## config.mk

```make
export PLATFORM = sky130hd
export DESIGN_NAME = pwm_capture
export DESIGN_NICKNAME = d
export VERILOG_FILES = /design/src/rtl/pwm_capture.sv
export SDC_FILE = /design/constraint.sdc
export NUM_CORES = 1
export LEC_CHECK = 0
export BUFFER_PORTS_ARGS = -buffer_cell sky130_fd_sc_hd__clkbuf_2
export CORE_ASPECT_RATIO = 0.75
export CORE_UTILIZATION = 40
export DETAILED_ROUTE_END_ITERATION = 8
export PLACE_DENSITY = 0.65
export SLEW_MARGIN = 20
export SYNTH_ARGS = -nofsm -noshare
export SYNTH_HDL_FRONTEND = slang
export SYNTH_SLANG_ARGS = --single-unit
export TNS_END_PERCENT = 5
```

## constraint.sdc

```tcl
create_clock -name clk -period 2.8 [get_ports clk]
set_input_delay 0.56 -clock clk [delete_from_list [all_inputs] [get_ports clk]]
set_output_delay 0.56 -clock clk [all_outputs]
set_load 0.05 [all_outputs]
```

## src/rtl/pwm_capture.sv

```systemverilog
// pwm_capture: per-cycle period/high-time measurement of an async PWM line; valid 2 clk after the synchronised rise (+FILTER_LEN with PWM_CAPTURE_FILTER_EN).
// No backpressure: valid is a single-cycle pulse and results hold until the next capture or timeout.
module pwm_capture #(
  parameter int DATA_WIDTH = 7,
  parameter int CNT_WIDTH  = 16,
  parameter int NOM_PERIOD = 100,
  parameter int TIMEOUT    = 1000,
  parameter int FILTER_LEN = 4
) (
  input  logic                  clk,
  input  logic                  reset,
  input  logic                  enable,
  input  logic                  pwm_in,
  output logic [DATA_WIDTH-1:0] data_out,
  output logic [CNT_WIDTH-1:0]  period_out,
  output logic                  valid,
  output logic                  period_err,
  output logic                  stuck
);

  typedef enum logic [1:0] {IDLE, ARM, RUN} state_t;

  localparam logic [CNT_WIDTH-1:0] CNT_MAX  = '1;
  localparam logic [CNT_WIDTH-1:0] DUTY_MAX = CNT_WIDTH'((64'd1 << DATA_WIDTH) - 64'd1);
  localparam logic [CNT_WIDTH-1:0] NOM_CNT  = CNT_WIDTH'(NOM_PERIOD);
  localparam logic [CNT_WIDTH-1:0] TO_CNT   = CNT_WIDTH'(TIMEOUT);

  if (NOM_PERIOD >= TIMEOUT || FILTER_LEN < 1) begin : g_bad_cfg
    $error("pwm_capture: illegal parameter combination");
  end

  function automatic logic [DATA_WIDTH-1:0] sat_duty(input logic [CNT_WIDTH-1:0] v);
    return (v > DUTY_MAX) ? DATA_WIDTH'(DUTY_MAX) : DATA_WIDTH'(v);
  endfunction

  logic s1_q, s2_q, s3_q;
  logic lvl, rise;

`ifdef PWM_CAPTURE_FILTER_EN
  localparam int FW = $clog2(FILTER_LEN + 1);
  logic          f_q, f_d;
  logic [FW-1:0] flt_cnt_q, flt_cnt_d;

  // f follows s2 only once s2 has disagreed for FILTER_LEN cycles in a row
  always_comb begin
    f_d       = f_q;
    flt_cnt_d = '0;
    if (s2_q != f_q) begin
      if (flt_cnt_q == FW'(FILTER_LEN - 1)) f_d = s2_q;
      else flt_cnt_d = flt_cnt_q + FW'(1);
    end
  end

  always_ff @(posedge clk or posedge reset) begin
    if (reset) begin
      f_q       <= 1'b0;
      flt_cnt_q <= '0;
    end else begin
      f_q       <= f_d;
      flt_cnt_q <= flt_cnt_d;
    end
  end

  assign lvl = f_q;
`else
  assign lvl = s2_q;
`endif

  assign rise = lvl & ~s3_q;

  state_t                  state_q, state_d;
  logic [CNT_WIDTH-1:0]    period_cnt_q, period_cnt_d;
  logic [CNT_WIDTH-1:0]    high_cnt_q, high_cnt_d;
  logic [DATA_WIDTH-1:0]   data_q, data_d;
  logic [CNT_WIDTH-1:0]    period_q, period_d;
  logic                    valid_q, valid_d;
  logic                    err_q, err_d;
  logic                    stuck_q, stuck_d;

  always_comb begin
    state_d      = state_q;
    period_cnt_d = period_cnt_q;
    high_cnt_d   = high_cnt_q;
    data_d       = data_q;
    period_d     = period_q;
    valid_d      = 1'b0;
    err_d        = err_q;
    stuck_d      = stuck_q;
    if (!enable) begin
      state_d      = IDLE;
      period_cnt_d = '0;
      high_cnt_d   = '0;
    end else begin
      case (state_q)
        IDLE: begin
          state_d      = ARM;
          period_cnt_d = '0;
          high_cnt_d   = '0;
        end
        ARM: begin
          if (rise) begin
            period_cnt_d = CNT_WIDTH'(1);
            high_cnt_d   = CNT_WIDTH'(1);
            state_d      = RUN;
          end
        end
        RUN: begin
          // a rise always wins over a coincident timeout
          if (rise) begin
            period_d     = period_cnt_q;
            data_d       = sat_duty(high_cnt_q);
            err_d        = (period_cnt_q != NOM_CNT);
            stuck_d      = 1'b0;
            valid_d      = 1'b1;
            period_cnt_d = CNT_WIDTH'(1);
            high_cnt_d   = CNT_WIDTH'(1);
          end else if (period_cnt_q == TO_CNT) begin
            period_d     = TO_CNT;
            data_d       = lvl ? sat_duty(NOM_CNT) : '0;
            err_d        = 1'b1;
            stuck_d      = 1'b1;
            valid_d      = 1'b1;
            period_cnt_d = '0;
            high_cnt_d   = '0;
            state_d      = ARM;
          end else begin
            if (period_cnt_q != CNT_MAX) period_cnt_d = period_cnt_q + CNT_WIDTH'(1);
            if (lvl && high_cnt_q != CNT_MAX) high_cnt_d = high_cnt_q + CNT_WIDTH'(1);
          end
        end
        default: state_d = IDLE;
      endcase
    end
  end

  always_ff @(posedge clk or posedge reset) begin
    if (reset) begin
      s1_q         <= 1'b0;
      s2_q         <= 1'b0;
      s3_q         <= 1'b0;
      state_q      <= IDLE;
      period_cnt_q <= '0;
      high_cnt_q   <= '0;
      data_q       <= '0;
      period_q     <= '0;
      valid_q      <= 1'b0;
      err_q        <= 1'b0;
      stuck_q      <= 1'b0;
    end else begin
      s1_q         <= pwm_in;
      s2_q         <= s1_q;
      s3_q         <= lvl;
      state_q      <= state_d;
      period_cnt_q <= period_cnt_d;
      high_cnt_q   <= high_cnt_d;
      data_q       <= data_d;
      period_q     <= period_d;
      valid_q      <= valid_d;
      err_q        <= err_d;
      stuck_q      <= stuck_d;
    end
  end

  assign data_out   = data_q;
  assign period_out = period_q;
  assign valid      = valid_q;
  assign period_err = err_q;
  assign stuck      = stuck_q;

endmodule
```

==> impl_results.md, run 1 <==
* Avg Inst Size Synth at 9.469 um^2
* Routability cong. at 0.8417
* Worst skew pair latency at 340 ps
* # fillers at 737
* Via count at 2,914
* Main flop type after synthesis: dfrtp_1
* Leading cell type in the layout, fill and taps excluded: dfrtp_1
* GR Util met2 at 0.2808
* Drt total wl at 8235 um
* # DRC at 0
* Utilization after layout at 0.4800
* Ant. Diodes at 0
* Psw at 0.001043 W
* Netlist Area Pre-Place at 3352 um^2
* DP HPWL at 5605 um
* Starting Density at 0.4196
* Register area share after synthesis at 0.4703
* Max-cap viol count at 0
* CP Launch Type: flop
* Last element of the critical path: high_cnt_q[0]
* Hold Path Class: input pin to async pin
* WL per Instance at 16.47 um
* Grt total ovfl at 0
* Clk buf depth at 2
* Switching Fraction at 0.3843
* Main combinational cell family by area after synthesis: simple AND/OR/NAND/NOR gates
* RSZ-0062 raised after global routing: no
* Total Routing Usage GR at 0.2049
* Critical path capture point type: flop
* Finish-stage setup viols at 0
* Post-CTS Hold Buffers at 0
* Detail-routed via count per cell at 5.828
* Met1 Resource Use GR at 0.3148
* Clock sinks at 63
* Die height at 81.28 um
* Adder-Cell Fraction of Synth Area at 0.02613
* Syn. warnings at 0
* Gate power share at 0.301
* CTS buffer count at 9
* Clock Skews at 8.461 ps
* Post-synthesis cell type count at 57
* Deepest level of the CTS H-tree at 3
* R2R depth at 8
* P per Cell Area at 707.9 nW/um^2
* Maximum vdd drop at 510.2 uV
* Mux share of post-synthesis cell area at 0.007465
* Post-synth EDFFs at 0
* CTS root buf: clkbuf_8
* Final nets at 401
* Setup Fix Bufs, Post-CTS at 0
* Rows at 28
* Period Utilization, post-route at 0.9139
* Mapped Cells at 354
* Worst setup path start: period_cnt_q[1]
* Die ar. at 8754 um^2
* Simple-gate portion of the synthesized area at 0.2396
* Vias in the first global route at 2,613
* Seq cells post-synth at 63
* Resize count post-CTS at 0
* Final min period at 2559 ps
* Detailed Route Iter0 Violations at 331
* Top Ports at 30
* WP data arrival at 2790 ps
* Final Hold Viols at 0
* CTS tree: done
* Crit-path max FO at 19
* Worst slew pin tran at 790.7 ps
* WS Path Type: flop to flop
* Largest net degree at the start of global routing at 32
* Rel. slew slack at 0.4709
* Initial antenna violation count at 0
* RR Endpoint: high_cnt_q[0]
* GRT busiest layer: met1
* Total negative setup slack at 0 ps
* Internal power at 0.001671 W
* Syn nets at 365
* Area delta synth->final at 14.37%
* Number of nets with antenna violations after routing at 0
* Async SR Flop Fraction at 1.000
* Max Fclk at 0.3908 GHz
* WP data required at 3030 ps
* Slew Viols, Final at 0
* Status: complete, no violations
* Launching point of the worst reg2reg path: period_cnt_q[1]
* Seq pwr share at 0.393
* Commonest cells after routing, fill and taps aside: dfrtp_1, o21ai_0, nand2_1, clkbuf_2, nand3_1
* Clock share of power at 0.306
* First-pass GRT wire length at 13,740 um
* Static Leak at 1.642 nW
* Port buffer count at 29
* R2r setup slk at 240 ps
* Share of cells above drive strength 1 at 0.1975
* Compound-gate portion of the synthesized area at 0.1892
* Worst-path clk slew at 80 ps
* Core area at 7988 um^2
* XOR/XNOR Fraction of Synth Area at 0.007839
* Drt first pass iters at 4
* Die width at 107.7 um
* Met3 track demand over resource at 0.04093
[cell type report]
| class | count | area [um^2] | area share |
|---|---|---|---|
| multi-input combinational | 254 | 1590 | 0.4148 |
| clock buffer | 10 | 137.6 | 0.03590 |
| clock inverter | 6 | 68.82 | 0.01795 |
| timing repair buffer | 45 | 265.3 | 0.06919 |
| inverter | 17 | 63.81 | 0.01664 |
| tap | 105 | 131.4 | 0.03427 |
| sequential | 63 | 1577 | 0.4112 |
[worst min path at each step]
stage | startpoint | end | slack [ps] | cells past startpoint
2_1_floorplan | s1_q | lvl | 330 | 0
4_1_cts | reset | data_out[0] | 310 | 2
6_report | reset | s3_q | 280 | 2
5_1_grt | pwm_in | s1_q | 310 | 1
3_3_place_gp | s1_q | lvl | 330 | 0
3_5_place_dp | s1_q | lvl | 330 | 0
[sequential cells by signal, summed over array words and instances, names as in the netlist]
signal,count
state_q,2
data_out,7
period_out,16
s3_q,1
period_err,1
period_cnt_q,16
stuck,1
s1_q,1
valid,1
high_cnt_q,16
lvl,1
[power by group through the flow]
stage          Clock, W  Combinational [W]  Sequential [W]
6_report       0.000831           0.000817         0.00107
2_1_floorplan         0           0.000401         0.00132
5_1_grt        0.000892           0.000888         0.00108
4_1_cts        0.000847           0.000813         0.00107
3_3_place_gp          0           0.000805         0.00108
3_5_place_dp          0           0.000811         0.00108
[logic make-up (layout without fill, tap and decap cells)]
kind of cell	after synthesis	in the layout
AO/OA/AOI/OAI	94	94
flip-flops	63	63
XOR/XNOR	3	3
AND/OR/NAND/NOR	148	148
adder cells (fa/ha/maj)	7	7
multiplexers	2	2
buffers and inverters	37	78
[worst max-delay path: stages (launching register included)]
cell,delay [ps]
dfrtp_1,390
inv_1,100
ha_1,160
or4bb_1,530
nor4_4,250
buf_4,340
a211oi_4,120
nor2_2,240
mux2_4,320
[metal layers]
layer  vias to the layer above  part of all wire
li1                       1389                 -
met2                       111              0.41
met3                         7             0.061
met1                      1407              0.52
met4                         0            0.0084
met5                         -                 0
[metrics by stage]
stage / std cells / hold WS (ps) / power [W] / cell area (um^2) / setup slack [ps]
2_1_floorplan: 354 / 331.2 / 0.001722 / 3352 / 670.3
3_3_place_gp: 484 / 332.4 / 0.001880 / 3622 / 267.9
3_5_place_dp: 484 / 334.7 / 0.001892 / 3622 / 146.0
4_1_cts: 500 / 307.2 / 0.002726 / 3829 / 95.94
5_1_grt: 500 / 309.2 / 0.002859 / 3834 / 77.27
6_report: 500 / 280.7 / 0.002714 / 3834 / 241.0
[synth_stat cells (5+ instances only)]
cell      count  area share
o21ai_0      44       0.066
nor2_1       16       0.018
nand4_1      17       0.032
clkbuf_1      5      0.0056
buf_2         6      0.0090
dfrtp_1      63        0.47
o31ai_1       6       0.013
buf_6         5       0.017
a21oi_1       6      0.0090
nand2_1      37       0.041
a22o_1        7       0.018
or3_1         5      0.0093
nor4_1        5      0.0093
ha_1          7       0.026
nor3_1       18       0.027
nand3_1      22       0.033
inv_1        17       0.019
(Power assumes the default switching activity.)
==> run 2: changes to the inputs <==
--- a/config.mk
+++ b/config.mk
@@ -10,6 +10,7 @@
 export CORE_UTILIZATION = 40
 export DETAILED_ROUTE_END_ITERATION = 8
 export PLACE_DENSITY = 0.65
+export RECOVER_POWER = 100
 export SLEW_MARGIN = 20
 export SYNTH_ARGS = -nofsm -noshare
 export SYNTH_HDL_FRONTEND = slang
==> run 2 against run 1 <==
Setup slack got worse by 58 ps. Cell count unchanged. Worst hold slack improved by 38 ps. Core utilization decreased by 0.83 points. Clock skew decreased by 0.94 ps. Sequential power about the same. Clock-buffer cell count unchanged. Non-clock buffer count unchanged. Critical endpoint unchanged. Largest cell class is now registers. Largest power group unchanged.
==> impl_results.md, run 2 (same netlist as run 1, synthesis figures left out) <==
* Clock share of power at 0.309 (+0.003)
* WS Path Type: flop to flop
* Via count at 2,887 (-0.93%)
* CTS buffer count at 9 (unchanged)
* Port buffer count at 29 (unchanged)
* CTS tree: done
* Drt first pass iters at 6 (+2)
* Tot Pwr at 0.002675 W (-1.4%)
* Psw at 0.001033 W (-0.92%)
* Top Ports at 30 (unchanged)
* Max Fclk at 0.3821 GHz (-2.2%)
* Max-cap viol count at 0 (unchanged)
* Clock sinks at 63 (unchanged)
* Share of cells above drive strength 1 at 0.1139 (-0.08354)
* Slew Viols, Final at 0 (unchanged)
* Seq pwr share at 0.398 (+0.005)
* Finish-stage setup viols at 0 (unchanged)
* RSZ-0062 raised after global routing: no
* WL per Instance at 16.48 um (about the same)
* Initial antenna violation count at 0 (unchanged)
* R2r setup slk at 180 ps (-60 ps)
* # fillers at 764 (+3.7%)
* Worst-path clk slew at 70 ps (about the same)
* R2R depth at 6 (-2)
* Worst setup path start: high_cnt_q[0]
* Drt total wl at 8240 um (about the same)
* Die ar. at 8754 um^2 (unchanged)
* Worst skew pair latency at 340 ps (about the same)
* Last element of the critical path: high_cnt_q[0]
* Worst slack, placed at 146.0 ps (unchanged)
* Final WS setup at 183.0 ps (-57.93 ps)
* Largest net degree at the start of global routing at 32 (unchanged)
* Total Routing Usage GR at 0.2049 (unchanged)
* First-pass GRT wire length at 13,740 um (unchanged)
* Internal power at 0.001642 W (-1.8%)
* Total negative setup slack at 0 ps (unchanged)
* WP data required at 3030 ps (about the same)
* Inst Count DP at 484 (unchanged)
* Ant. Diodes at 0 (unchanged)
* RR Endpoint: high_cnt_q[0]
* Critical path capture point type: flop
* Clock Skews at 7.521 ps (-0.9403 ps)
* Hold Path Class: input pin to flop
* CTS root buf: clkbuf_8
* Status: complete, no violations
* Clk buf depth at 2 (unchanged)
* Final Hold Viols at 0 (unchanged)
* Crit-path max FO at 12 (-7)
* Rel. slew slack at 0.2209 (-0.2500)
* Design Area, Final at 3767 um^2 (-1.7%)
* Launching point of the worst reg2reg path: high_cnt_q[0]
* Fin cells at 500 (unchanged)
* DP Area at 3622 um^2 (unchanged)
* CP Launch Type: flop
* # DRC at 0 (unchanged)
* Post-CTS Hold Buffers at 0 (unchanged)
* Grt total ovfl at 0 (unchanged)
* Gate power share at 0.293 (-0.008)
* DP HPWL at 5605 um (unchanged)
* Worst slew pin tran at 1167 ps (+376.6 ps)
* Die height at 81.28 um (unchanged)
* Area delta synth->final at 12.39%
* Period Utilization, post-route at 0.9346 (+0.02069)
* Die width at 107.7 um (unchanged)
* Starting Density at 0.4196 (unchanged)
* Core area at 7988 um^2 (unchanged)
* Final min period at 2617 ps (+57.93 ps)
* Detailed Route Iter0 Violations at 298 (-10%)
* Final nets at 401 (unchanged)
* Register area at 1577 um^2 (unchanged)
* WP data arrival at 2840 ps (+50 ps)
* Setup Fix Bufs, Post-CTS at 0 (unchanged)
* Vias in the first global route at 2,613 (unchanged)
* Leading cell type in the layout, fill and taps excluded: dfrtp_1
* Static Leak at 1.528 nW (-6.9%)
* Switching Fraction at 0.3863 (+0.002034)
* P per Cell Area at 710.0 nW/um^2 (+0.30%)
* Detail-routed via count per cell at 5.774 (-0.93%)
* Maximum vdd drop at 481.6 uV (-5.6%)
* Rows at 28 (unchanged)
* Routability cong. at 0.8417 (unchanged)
* Multi-input logic area at 1567 um^2 (-1.5%)
* Deepest level of the CTS H-tree at 3 (unchanged)
* Number of nets with antenna violations after routing at 0 (unchanged)
* Commonest cells after routing, fill and taps aside: dfrtp_1, o21ai_0, nand2_1, clkbuf_1, nand3_1
==> run 2: routing by layer <==
metal,vias to the layer above,global-route usage,share of wire
li1,1389,-,-
met1,1390,0.3148,0.52
met2,98,0.2808,0.41
met3,10,0.04093,0.059
met4,0,0.06986,0.010
met5,-,0,0
==> run 2: power groups by stage <==
stage / clock, W / combinational (W) / sequential, W
floorplan: 0 / 0.000401 / 0.00132
global placement: 0 / 0.000805 / 0.00108
detailed placement: 0 / 0.000811 / 0.00108
CTS: 0.000847 / 0.000813 / 0.00107
global route: 0.000892 / 0.000854 / 0.00108
finish: 0.000826 / 0.000785 / 0.00106
==> run 2: repair_timing <==
action / CTS / global route
resized for setup: 0 / 1
endpoints found under the hold margin: 0 / 0
setup endpoints to repair: 0 / 6
==> run 2: through the flow <==
step / utilization / hold WS (ps)
global placement: 0.4535 / 332.4
finish: 0.4716 / 318.6
CTS: 0.4793 / 307.2
global route: 0.4716 / 309.2
detailed placement: 0.4535 / 334.7
floorplan: - / 331.2
==> run 2: final cells by class <==
cell class / instances / share of cell area
Multi-Input combinational cell: 254 / 0.4158
Sequential cell: 63 / 0.4185
Clock inverter: 6 / 0.01827
Timing Repair Buffer: 45 / 0.05912
Inverter: 17 / 0.01694
Tap cell: 105 / 0.03487
Clock buffer: 10 / 0.03653
==> run 2: worst max-delay path, stage by stage (launching register included) <==
cell	delay [ps]
dfrtp_1	440
ha_1	240
nand4_1	150
or4_1	660
a211oi_4	550
nor2_2	120
mux2_1	330
==> run 2: worst min path at each step <==
| stage | from | to | slack, ps | depth (start not counted) |
|---|---|---|---|---|
| floorplan | s1_q | lvl | 330 | 0 |
| global placement | s1_q | lvl | 330 | 0 |
| detailed placement | s1_q | lvl | 330 | 0 |
| CTS | reset | data_out[0] | 310 | 2 |
| global route | pwm_in | s1_q | 310 | 1 |
| finish | pwm_in | s1_q | 320 | 1 |
